`config.mk`:
```
export PLATFORM = sky130hd
export DESIGN_NAME = karatsuba_term_gen_flat
export DESIGN_NICKNAME = d
export VERILOG_FILES = /design/src/rtl/karatsuba_pkg.sv /design/src/rtl/karatsuba_term_gen_if.sv /design/src/rtl/kara_shift_add_mul.sv /design/src/rtl/karatsuba_term_gen.sv /design/src/flat_wrapper.sv
export SDC_FILE = /design/constraint.sdc
export NUM_CORES = 1
export LEC_CHECK = 0
export CAP_MARGIN = 30
export CORE_MARGIN = 2
export CORE_UTILIZATION = 45
export CTS_BUF_LIST = sky130_fd_sc_hd__clkbuf_8 sky130_fd_sc_hd__clkbuf_16
export CTS_CLUSTER_DIAMETER = 200
export DETAILED_ROUTE_END_ITERATION = 10
export GPL_TIMING_DRIVEN = 0
export PLACE_DENSITY = 0.71
export SLEW_MARGIN = 20
export SYNTH_ARGS = -nofsm -noshare
export SYNTH_HDL_FRONTEND = slang
export SYNTH_SLANG_ARGS = --single-unit
```
`constraint.sdc`:
```
create_clock -name clk -period 4.6 [get_ports clk]
set_clock_uncertainty 0.15 [all_clocks]
set_input_delay 1.15 -clock clk [delete_from_list [all_inputs] [get_ports clk]]
set_output_delay 1.15 -clock clk [all_outputs]
set_load 0.03 [all_outputs]
```
`src/rtl/karatsuba_pkg.sv`:
```
// Shared types and width helpers for the Karatsuba term generator.
package karatsuba_pkg;

    typedef enum logic [2:0] {
        ST_IDLE    = 3'd0,
        ST_MUL_K1  = 3'd1,
        ST_MUL_K2  = 3'd2,
        ST_MUL_K3  = 3'd3,
        ST_COMBINE = 3'd4,
        ST_DONE    = 3'd5
    } state_t;

    function automatic int unsigned half_w(input int unsigned n);
        return n / 2;
    endfunction

    function automatic int unsigned mul_w(input int unsigned n);
        return n / 2 + 1;
    endfunction

endpackage

```
`src/rtl/karatsuba_term_gen_if.sv`:
```
// Operand-in / terms-out handshake bundle for the Karatsuba term generator.
interface karatsuba_term_gen_if #(
    parameter int unsigned N = 32
);
    logic           in_valid;
    logic           in_ready;
    logic [N-1:0]   a;
    logic [N-1:0]   b;
    logic           out_valid;
    logic           out_ready;
    logic [2*N-1:0] g1;
    logic [2*N-1:0] g2;
    logic [2*N-1:0] g3;

    modport master (
        output in_valid, a, b, out_ready,
        input  in_ready, out_valid, g1, g2, g3
    );

    modport slave (
        input  in_valid, a, b, out_ready,
        output in_ready, out_valid, g1, g2, g3
    );
endinterface

```
`src/rtl/kara_shift_add_mul.sv`:
```
// Radix-2 shift-add multiplier, one iteration per cycle; start is held high
// for the M cycles of a product and prod_c is the finished product when done_c.
module kara_shift_add_mul #(
    parameter int unsigned M = 17
) (
    input  logic           clk,
    input  logic           rst,
    input  logic           start,
    input  logic [M-1:0]   x,
    input  logic [M-1:0]   y,
    output logic           done_c,
    output logic [2*M-1:0] prod_c
);
    localparam int unsigned PW = 2 * M;
    localparam int unsigned CW = $clog2(M);

    logic [CW-1:0] cnt;
    logic [PW-1:0] acc;
    logic [PW-1:0] mcand;
    logic [M-1:0]  mplier;
    logic          first;
    logic [PW-1:0] mcand_cur;
    logic [M-1:0]  mplier_cur;
    logic [PW-1:0] addend;
    logic [PW-1:0] acc_nxt;

    // First iteration takes operands straight from the ports so no load cycle is spent.
    always_comb begin
        first      = (cnt == '0);
        mcand_cur  = first ? PW'(x) : mcand;
        mplier_cur = first ? y : mplier;
        addend     = mplier_cur[0] ? mcand_cur : '0;
        acc_nxt    = (first ? '0 : acc) + addend;
    end

    assign prod_c = acc_nxt;
    assign done_c = start && (cnt == CW'(M - 1));

    always_ff @(posedge clk) begin
        if (rst) begin
            cnt    <= '0;
            acc    <= '0;
            mcand  <= '0;
            mplier <= '0;
        end else if (start) begin
            acc    <= acc_nxt;
            mcand  <= mcand_cur << 1;
            mplier <= mplier_cur >> 1;
            cnt    <= done_c ? '0 : cnt + CW'(1);
        end else begin
            cnt <= '0;
        end
    end
endmodule

```
`src/rtl/karatsuba_term_gen.sv`:
```
// Sequential Karatsuba front end: forms k1, k2, k3 on one shared multiplier
// and emits the aligned terms g1, g2, g3 for the downstream 3-operand adder.
module karatsuba_term_gen
    import karatsuba_pkg::*;
#(
    parameter int unsigned N = 32
) (
    input  logic                 clk,
    input  logic                 rst,
    karatsuba_term_gen_if.slave  bus,
    output logic                 busy
);
    localparam int unsigned H  = half_w(N);
    localparam int unsigned M  = mul_w(N);
    localparam int unsigned PW = 2 * M;
    localparam int unsigned GW = 2 * N;

    state_t        state;
    state_t        state_nxt;
    logic [H-1:0]  ah, al, bh, bl;
    logic [M-1:0]  sa, sb;
    logic [N-1:0]  k1, k2;
    logic [PW-1:0] k3;
    logic [PW-1:0] mid_c;
    logic          mul_start;
    logic [M-1:0]  mul_x, mul_y;
    logic          mul_done_c;
    logic [PW-1:0] mul_prod_c;

    kara_shift_add_mul #(.M(M)) u_mul (
        .clk    (clk),
        .rst    (rst),
        .start  (mul_start),
        .x      (mul_x),
        .y      (mul_y),
        .done_c (mul_done_c),
        .prod_c (mul_prod_c)
    );

    always_ff @(posedge clk) begin
        if (rst) state <= ST_IDLE;
        else     state <= state_nxt;
    end

    // Next state and multiplier operand steering.
    always_comb begin
        state_nxt = state;
        mul_start = 1'b0;
        mul_x     = '0;
        mul_y     = '0;
        case (state)
            ST_IDLE: if (bus.in_valid) state_nxt = ST_MUL_K1;
            ST_MUL_K1: begin
                mul_start = 1'b1;
                mul_x     = M'(ah);
                mul_y     = M'(bh);
                if (mul_done_c) state_nxt = ST_MUL_K2;
            end
            ST_MUL_K2: begin
                mul_start = 1'b1;
                mul_x     = M'(al);
                mul_y     = M'(bl);
                if (mul_done_c) state_nxt = ST_MUL_K3;
            end
            ST_MUL_K3: begin
                mul_start = 1'b1;
                mul_x     = sa;
                mul_y     = sb;
                if (mul_done_c) state_nxt = ST_COMBINE;
            end
            ST_COMBINE: state_nxt = ST_DONE;
            ST_DONE:    if (bus.out_ready) state_nxt = ST_IDLE;
            default:    state_nxt = ST_IDLE;
        endcase
    end

    // k3 >= k1 + k2 always, so the middle term never underflows.
    assign mid_c = k3 - PW'(k1) - PW'(k2);

    always_ff @(posedge clk) begin
        if (rst) begin
            bus.in_ready  <= 1'b1;
            bus.out_valid <= 1'b0;
            busy          <= 1'b0;
        end else begin
            bus.in_ready  <= (state_nxt == ST_IDLE);
            bus.out_valid <= (state_nxt == ST_DONE);
            busy          <= (state_nxt != ST_IDLE);
        end
    end

    always_ff @(posedge clk) begin
        if (rst) begin
            ah     <= '0;
            al     <= '0;
            bh     <= '0;
            bl     <= '0;
            sa     <= '0;
            sb     <= '0;
            k1     <= '0;
            k2     <= '0;
            k3     <= '0;
            bus.g1 <= '0;
            bus.g2 <= '0;
            bus.g3 <= '0;
        end else begin
            case (state)
                ST_IDLE: if (bus.in_valid) begin
                    ah <= bus.a[N-1:H];
                    al <= bus.a[H-1:0];
                    bh <= bus.b[N-1:H];
                    bl <= bus.b[H-1:0];
                    sa <= M'(bus.a[N-1:H]) + M'(bus.a[H-1:0]);
                    sb <= M'(bus.b[N-1:H]) + M'(bus.b[H-1:0]);
                end
                ST_MUL_K1: if (mul_done_c) k1 <= N'(mul_prod_c);
                ST_MUL_K2: if (mul_done_c) k2 <= N'(mul_prod_c);
                ST_MUL_K3: if (mul_done_c) k3 <= mul_prod_c;
                ST_COMBINE: begin
                    bus.g1 <= GW'(k1) << N;
                    bus.g2 <= GW'(mid_c) << H;
                    bus.g3 <= GW'(k2);
                end
                default: ;
            endcase
        end
    end
endmodule

```
`src/flat_wrapper.sv`:
```
// flat-port wrapper written by rule: the top's interface ports become plain ports
module karatsuba_term_gen_flat import karatsuba_pkg::*;
#(
    parameter int unsigned N = 32
)
  (clk, rst, busy, bus_in_valid, bus_a, bus_b, bus_out_ready, bus_in_ready, bus_out_valid, bus_g1, bus_g2, bus_g3);
  karatsuba_term_gen_if #(.N(N)) bus_i ();
  input  logic clk;
  input  logic rst;
  output logic busy;
  input wire logic [$bits(bus_i.in_valid)-1:0] bus_in_valid;
  input wire logic [$bits(bus_i.a)-1:0] bus_a;
  input wire logic [$bits(bus_i.b)-1:0] bus_b;
  input wire logic [$bits(bus_i.out_ready)-1:0] bus_out_ready;
  output wire logic [$bits(bus_i.in_ready)-1:0] bus_in_ready;
  output wire logic [$bits(bus_i.out_valid)-1:0] bus_out_valid;
  output wire logic [$bits(bus_i.g1)-1:0] bus_g1;
  output wire logic [$bits(bus_i.g2)-1:0] bus_g2;
  output wire logic [$bits(bus_i.g3)-1:0] bus_g3;
  assign bus_i.in_valid = bus_in_valid;
  assign bus_i.a = bus_a;
  assign bus_i.b = bus_b;
  assign bus_i.out_ready = bus_out_ready;
  assign bus_in_ready = bus_i.in_ready;
  assign bus_out_valid = bus_i.out_valid;
  assign bus_g1 = bus_i.g1;
  assign bus_g2 = bus_i.g2;
  assign bus_g3 = bus_i.g3;
  karatsuba_term_gen #(.N(N)) u_core (.clk(clk), .rst(rst), .bus(bus_i), .busy(busy));
endmodule
```
---- Yosys cells after proc, flatten, opt, wreduce, memory -nomap -nowiden ----
Cells that the tools add are included.
cells by class
  add/sub/neg operators ................... 6
  equality and inequality tests ........... 7
  muxes and demuxes ....................... 13
  bitwise logic cells ..................... 1
  reduce and logical (&&, ||, !) cells .... 11
operators by type and width
  operator             count
  $mux 34              3
  $pmux 17 s3          2
  $sub 34x32->34       2
  $add 16x16->17       2
  $add 34x34->34       1
  $pmux 3 s6           1
  $mux 17              1
  $mux 3               5
  $eq 3x3->1 const B   3
  $reduce_and 2->1     4
  $eq 3x2->1 const B   2
  $logic_not 3->1      2
  $reduce_or 3->1      2
  $add 5x1->5 const B  1
  $eq 5x5->1 const B   1
  $logic_not 5->1      1
  $eq 3x1->1 const B   1
  $reduce_bool 3->1    1
  $logic_and 1x1->1    1
  $mux 1               1
  $not 1->1            1
word-level totals
  register bits after elaboration ......... 388
  bits of input ports ..................... 68
  output and inout port bits .............. 195
  word-level logic and storage cells ...... 58

---- Depth between registers and ports, before layout ----
  depth in word-level cells ............... 7
  mapped depth ............................ 22
  mapped depth without buffers ............ 20

---- Cells and area by module ----
From an unflattened synthesis, not the netlist that was laid out.
unflattened totals
  cells, all modules ...................... 2769
  area total of the unflattened synthesis .. 21667.0 um2
by module, submodules not included
  module              instances  cells each  area each (um2)  sequential area each (um2)
  karatsuba_term_gen  1          2023        15801.4          6005.8
  kara_shift_add_mul  1          746         5865.6           1761.7

---- Worst setup path before layout ----
OpenSTA, ideal clock, no wires.
  path kind ............................... register -> register
  from .................................... register u_core.u_mul.cnt[0]
  to ...................................... register u_core.k1[31]
  library setup time ...................... 0.070 ns
  data arrival time ....................... 4.332 ns
  required time ........................... 4.380 ns
  path slack .............................. 0.048 ns
  cell stages (with the launch flop) ...... 23
  buffers on the path ..................... 4
  clock period less this slack ............ 4.552 ns
  path through ............................ dfxtp_1 inv_1 ha_1 nand2_1 or2_0 clkbuf_1 or3_1 clkbuf_1 nor2_1 a21oi_1 clkbuf_1 nor2_1 ha_1 buf_2 a21oi_1 o221ai_1 a221oi_1 o21ai_2 a31oi_1 o311a_1 nor3b_1 or3_1 a21oi_1
on the way
  cells in the longest elaborated chain, start to end .. 4
  elaborated cells on any way between the ends .. 9
  those cells by class .................... add/sub: 1; eq/ne: 1; mux: 4; reduce/logical: 3
ends and longest elaborated chain
  item                                RTL line                                            source
  start: declaration                  kara_shift_add_mul.sv:17                            logic [CW-1:0] cnt;
  start signal: assignment            kara_shift_add_mul.sv:49                            cnt <= done_c ? '0 : cnt + CW'(1);
  $logic_not 5->1                     kara_shift_add_mul.sv:29                            first = (cnt == '0);
  $mux 34 or $mux 17 (tied branches)  kara_shift_add_mul.sv:30, kara_shift_add_mul.sv:31
  $mux 34                             kara_shift_add_mul.sv:32                            addend = mplier_cur[0] ? mcand_cur : '0;
  $add 34x34->34                      kara_shift_add_mul.sv:33                            acc_nxt = (first ? '0 : acc) + addend;
  end signal: assignment              karatsuba_term_gen.sv:116                           ST_MUL_K1: if (mul_done_c) k1 <= N'(mul_prod_c);
  end: declaration                    karatsuba_term_gen.sv:22                            logic [N-1:0] k1, k2;
Several ways; a longest one is shown, not always the timed one.
A chain may end at the register's enable or synchronous reset.

---- Worst setup path in the final report ----
  from .................................... register u_core.u_mul.cnt[1]
  to ...................................... register u_core.u_mul.acc[31]
on the way
  cells in the longest elaborated chain, start to end .. 4
  elaborated cells on any way between the ends .. 6
  those cells by class .................... add/sub: 1; mux: 4; reduce/logical: 1
ends and longest elaborated chain
  item                                RTL line                                            source
  $logic_not 5->1 *                   kara_shift_add_mul.sv:29
  $mux 34 or $mux 17 (tied branches)  kara_shift_add_mul.sv:30, kara_shift_add_mul.sv:31
  $mux 34                             kara_shift_add_mul.sv:32
  $add 34x34->34 *                    kara_shift_add_mul.sv:33
  end signal: assignment              kara_shift_add_mul.sv:46                            acc <= acc_nxt;
  end: declaration                    kara_shift_add_mul.sv:18                            logic [PW-1:0] acc;
Mark *: on every way between the ends. The rest lies on a longest branch, timed or not.

==> summary.md <==
| Metric | Value |
|---|---|
| GPL Wtd Cong | 0.9446 |
| IO Pins | 263 |
| Core footprint | 46260 um^2 |
| Met2 Use GR | 46.69% |
| Synth Cell Area | 20920 um^2 |
| # DRC | 0 |
| Status | completed |
| Hold Vio Cnt, Final | 0 |
| Clock sinks | 388 |
| Post-synth top flop | dfxtp_1 |
| Crit. End Element | flop |
| H-tree Lvls | 2 |
| Fin crit share | 98.44% |
| Routed WL | 67850 um |
| Reg clk slew, reported paths | 0.06 ns |
| Initial Utilization | 45.23% |
| Clk root buf | clkbuf_16 |
| Largest net degree at the start of global routing | 14 |
| Met3 usage | 3.879% |
| CTS Buf Count | 44 |
| GR Layer Usage met1 | 34.32% |
| Most utilized layer in the global route result | met2 |
| Post-DP HPWL | 51810 um |
| Setup crit start kind | flop |
| Post-synth EDFFs | 0 |
| F_max | 220.8 MHz |
| Worst skew pair latency | 0.58 ns |
| Fill cell count | 4278 |
| Worst path required time | 4.95 ns |
| Seq/Total Area, Yosys | 37.12% |
| Initial antenna violation count | 0 |
| DRT iter0 DRCs | 1750 |
| Pre-CTS WS | -1.339 ns |
| Total power | 8.312 mW |
| Final Setup Violations | 0 |
| Global Route Usage Sum | 27.29% |
| Worst-margin pin slew | 1.023 ns |
| Die width | 219.6 um |
| Vias per inst | 5.467 |
| Power Dens Cells | 315.8 nW/um^2 |
| Clock Path Buffers | 3 |
| Worst path arrival time | 4.88 ns |
| Chip Height | 219.6 um |
| Rel. slew slack | 31.83% |
| Synth warn | 0 |
| Die area | 48240 um^2 |
| Layout cell share with drive strength beyond 1 | 11.76% |
| Row count | 79 |
| Area growth, synth to finish | 25.78% |
| MaxCap Viol Count | 0 |
| Post-CTS Hold Buffers | 0 |
| First-pass DRT Iterations | 8 |
| Worst hold path type | reg2reg |
| Post-layout min period | 4.528 ns |
| Global-route wire length before repair | 103400 um |
| Mapped Cells | 2695 |
| Unique cell type count in the Yosys netlist | 74 |
| WL/cell | 18.45 um |
| Worst Setup Slack, final | 0.07184 ns |
| Grt ovf | 0 |
| Antenna Cells | 0 |
| Critical path class | reg2reg |
| Peak supply drop | 0.2920 mV |
| Max-slew violation count | 0 |
| CP max FO | 6 |
| Sequential cell area | 7774 um^2 |
| Syn avg cell area | 7.764 um^2 |
| Layout net count | 3243 |
| #FFs+latches synth | 388 |
| Number of port buffers | 167 |
| RSZ-0062 raised after global routing | yes |
| Multi-input logic area | 12400 um^2 |
| Async SR Flop Fraction | 0% |
| Antenna Nets Post-Route | 0 |
| Number of global-route vias before repair | 19049 |
| Lkg Pwr | 10.03 nW |
| Via count | 20107 |
| CTS tree | done |
## final cells by class
cell class,count,share of cell area [%]
inverters,103,1.469
plain buffers,257,5.329
repair buffers,207,7.564
clock inverters,27,1.507
well taps,607,2.886
multi-input cells,2037,47.11
clock buffers,52,4.602
flip-flops and latches,388,29.54
## critical path, stage by stage (launching register included)
cell      delay (ns)
dfxtp_2         0.32
inv_2           0.06
ha_4            0.15
nand2_2         0.06
or2_1           0.23
clkbuf_8        0.15
or3_4           0.43
nor2_4          0.15
a21oi_4         0.05
buf_8           0.18
buf_12          0.14
nor2_4          0.13
ha_4            0.16
o211ai_1        0.12
o211ai_2        0.25
a22oi_2         0.15
o21ai_2         0.24
a31oi_4         0.15
o311a_4         0.40
o21ba_4         0.23
or3_1           0.38
a21oi_1         0.14
## metal layers
metal / vias to the layer above / share of wire, %
met4: 0 / 4.0
li1: 9619 / -
met2: 769 / 48
met3: 156 / 6.6
met1: 9563 / 42
met5: - / 0
## what timing repair did
item | in CTS | in global routing
pin swaps | 24 | 33
buffers inserted | 11 | 26
setup endpoints to repair | 116 | 80
gates resized for setup | 76 | 92
cloned | 0 | 1
## sequential cells by signal, summed over array words and instances, names as in the netlist, 3 cells and up
register and cells:
u_core.k2 32, u_core.bus.g1 32, u_core.state 3, u_core.bus.g2 34, u_core.al 16, u_core.u_mul.acc 34
u_core.bl 16, u_core.k1 32, u_core.bh 16, u_core.ah 16, u_core.sb 17, u_core.bus.g3 32
u_core.k3 34, u_core.u_mul.mplier 16, u_core.sa 17, u_core.u_mul.cnt 5, u_core.u_mul.mcand 33
## layout by cell type (no fill, tap or decap), types with 9 or more instances in the layout
cell type and instances:
a22oi_1 32, inv_1 109, clkdlybuf4s50_1 167, nor2_4 12, nor2b_1 11, fa_1 34, ha_1 88, a211oi_1 44
clkbuf_1 136, and2_1 38, or3_1 18, o21ai_0 48, bufinv_16 10, o21a_1 12, nand3_1 41, a21oi_1 388
xnor2_1 43, buf_4 128, and3_1 29, nor3_1 26, mux2_2 32, clkbuf_16 45, nand3b_1 9, o21bai_1 9
nor2_1 123, a21o_1 30, buf_1 12, a31oi_1 12, dfxtp_1 383, o211ai_1 25, nand2_1 644, conb_1 94
xor2_1 25, nand4_1 11, clkbuf_8 9
## stage by stage
| stage | instances | area [um^2] | utilization (%) | hold slack (ns) | setup TNS, ns |
|---|---|---|---|---|---|
| after floorplan | 2788 | 21270 | - | 0.2784 | 0 |
| after global placement | 3562 | 23700 | 51.24 | 0.2866 | -72.68 |
| after detailed placement | 3564 | 23720 | 51.28 | 0.2920 | -83.70 |
| after CTS | 3652 | 25720 | 55.60 | 0.3003 | 0 |
| after global routing | 3678 | 26320 | 56.89 | 0.3148 | -0.4675 |
| final | 3678 | 26320 | 56.89 | 0.2980 | 0 |
## Yosys cell counts, types with 3 or more instances
cell,number,share of area (%)
buf_1,14,0.25
o21ai_0,53,1.3
a22oi_1,33,1.2
nand2b_1,10,0.30
xor2_1,32,1.3
buf_4,94,3.4
a21boi_0,3,0.11
nor3_1,27,0.65
ha_1,102,6.1
nand2_1,645,12
nor3b_1,8,0.29
or3_1,19,0.57
nand3b_1,9,0.32
o211ai_1,25,0.90
o21ai_1,6,0.14
nand3_1,42,1.0
o31ai_1,9,0.32
a31oi_1,14,0.42
xnor2_1,48,2.0
o21bai_1,11,0.39
and3_1,31,0.93
nand4_1,11,0.33
a21o_1,30,1.1
o21a_1,12,0.43
mux2_2,32,1.7
clkbuf_1,146,2.6
fa_1,35,3.3
or2_2,4,0.12
inv_1,103,1.8
nor2_1,142,2.5
and2_1,38,1.1
a211oi_1,46,1.7
buf_2,6,0.14
dfxtp_1,388,37
nor4_1,7,0.21
a211o_1,5,0.21
nor2b_1,11,0.33
a21oi_1,398,9.5
## cells by family (layout without fill, tap and decap cells)
family                     Yosys count  after routing  share of synthesized area [%]
buffers and inverters              363            646                          8.234
AOI/OAI and AO/OA                  679            679                          19.37
DFF                                388            388                          37.12
xor gates and xnor gates            80             80                          3.349
adders and majority gates          137            137                          9.448
other                                1             94                        0.01792
and+or+nand+nor                   1013           1013                          20.64
muxes                               34             34                          1.818
## where the power goes
group / switching (mW) / leakage (nW) / internal (mW)
Sequential: 0.0508 / 3.15 / 3.46
Clock: 1.48 / 0.819 / 2.43
Combinational: 0.577 / 6.06 / 0.319
## worst paths after layout
path | from | endpoint | slack (ns) | cells after the start
worst min-delay path | u_core.u_mul.acc[8]$_SDFFE_PP0N_ | u_core.u_mul.acc[8]$_SDFFE_PP0N_ | 0.30 | 2
worst max-delay path | u_core.u_mul.cnt[1]$_SDFF_PP0_ | u_core.u_mul.acc[31]$_SDFFE_PP0N_ | 0.07 | 21
worst min register to register | u_core.u_mul.acc[8]$_SDFFE_PP0N_ | u_core.u_mul.acc[8]$_SDFFE_PP0N_ | 0.30 | 2
worst max register to register | u_core.u_mul.cnt[1]$_SDFF_PP0_ | u_core.u_mul.acc[31]$_SDFFE_PP0N_ | 0.07 | 21
(Power assumes the default switching activity.)
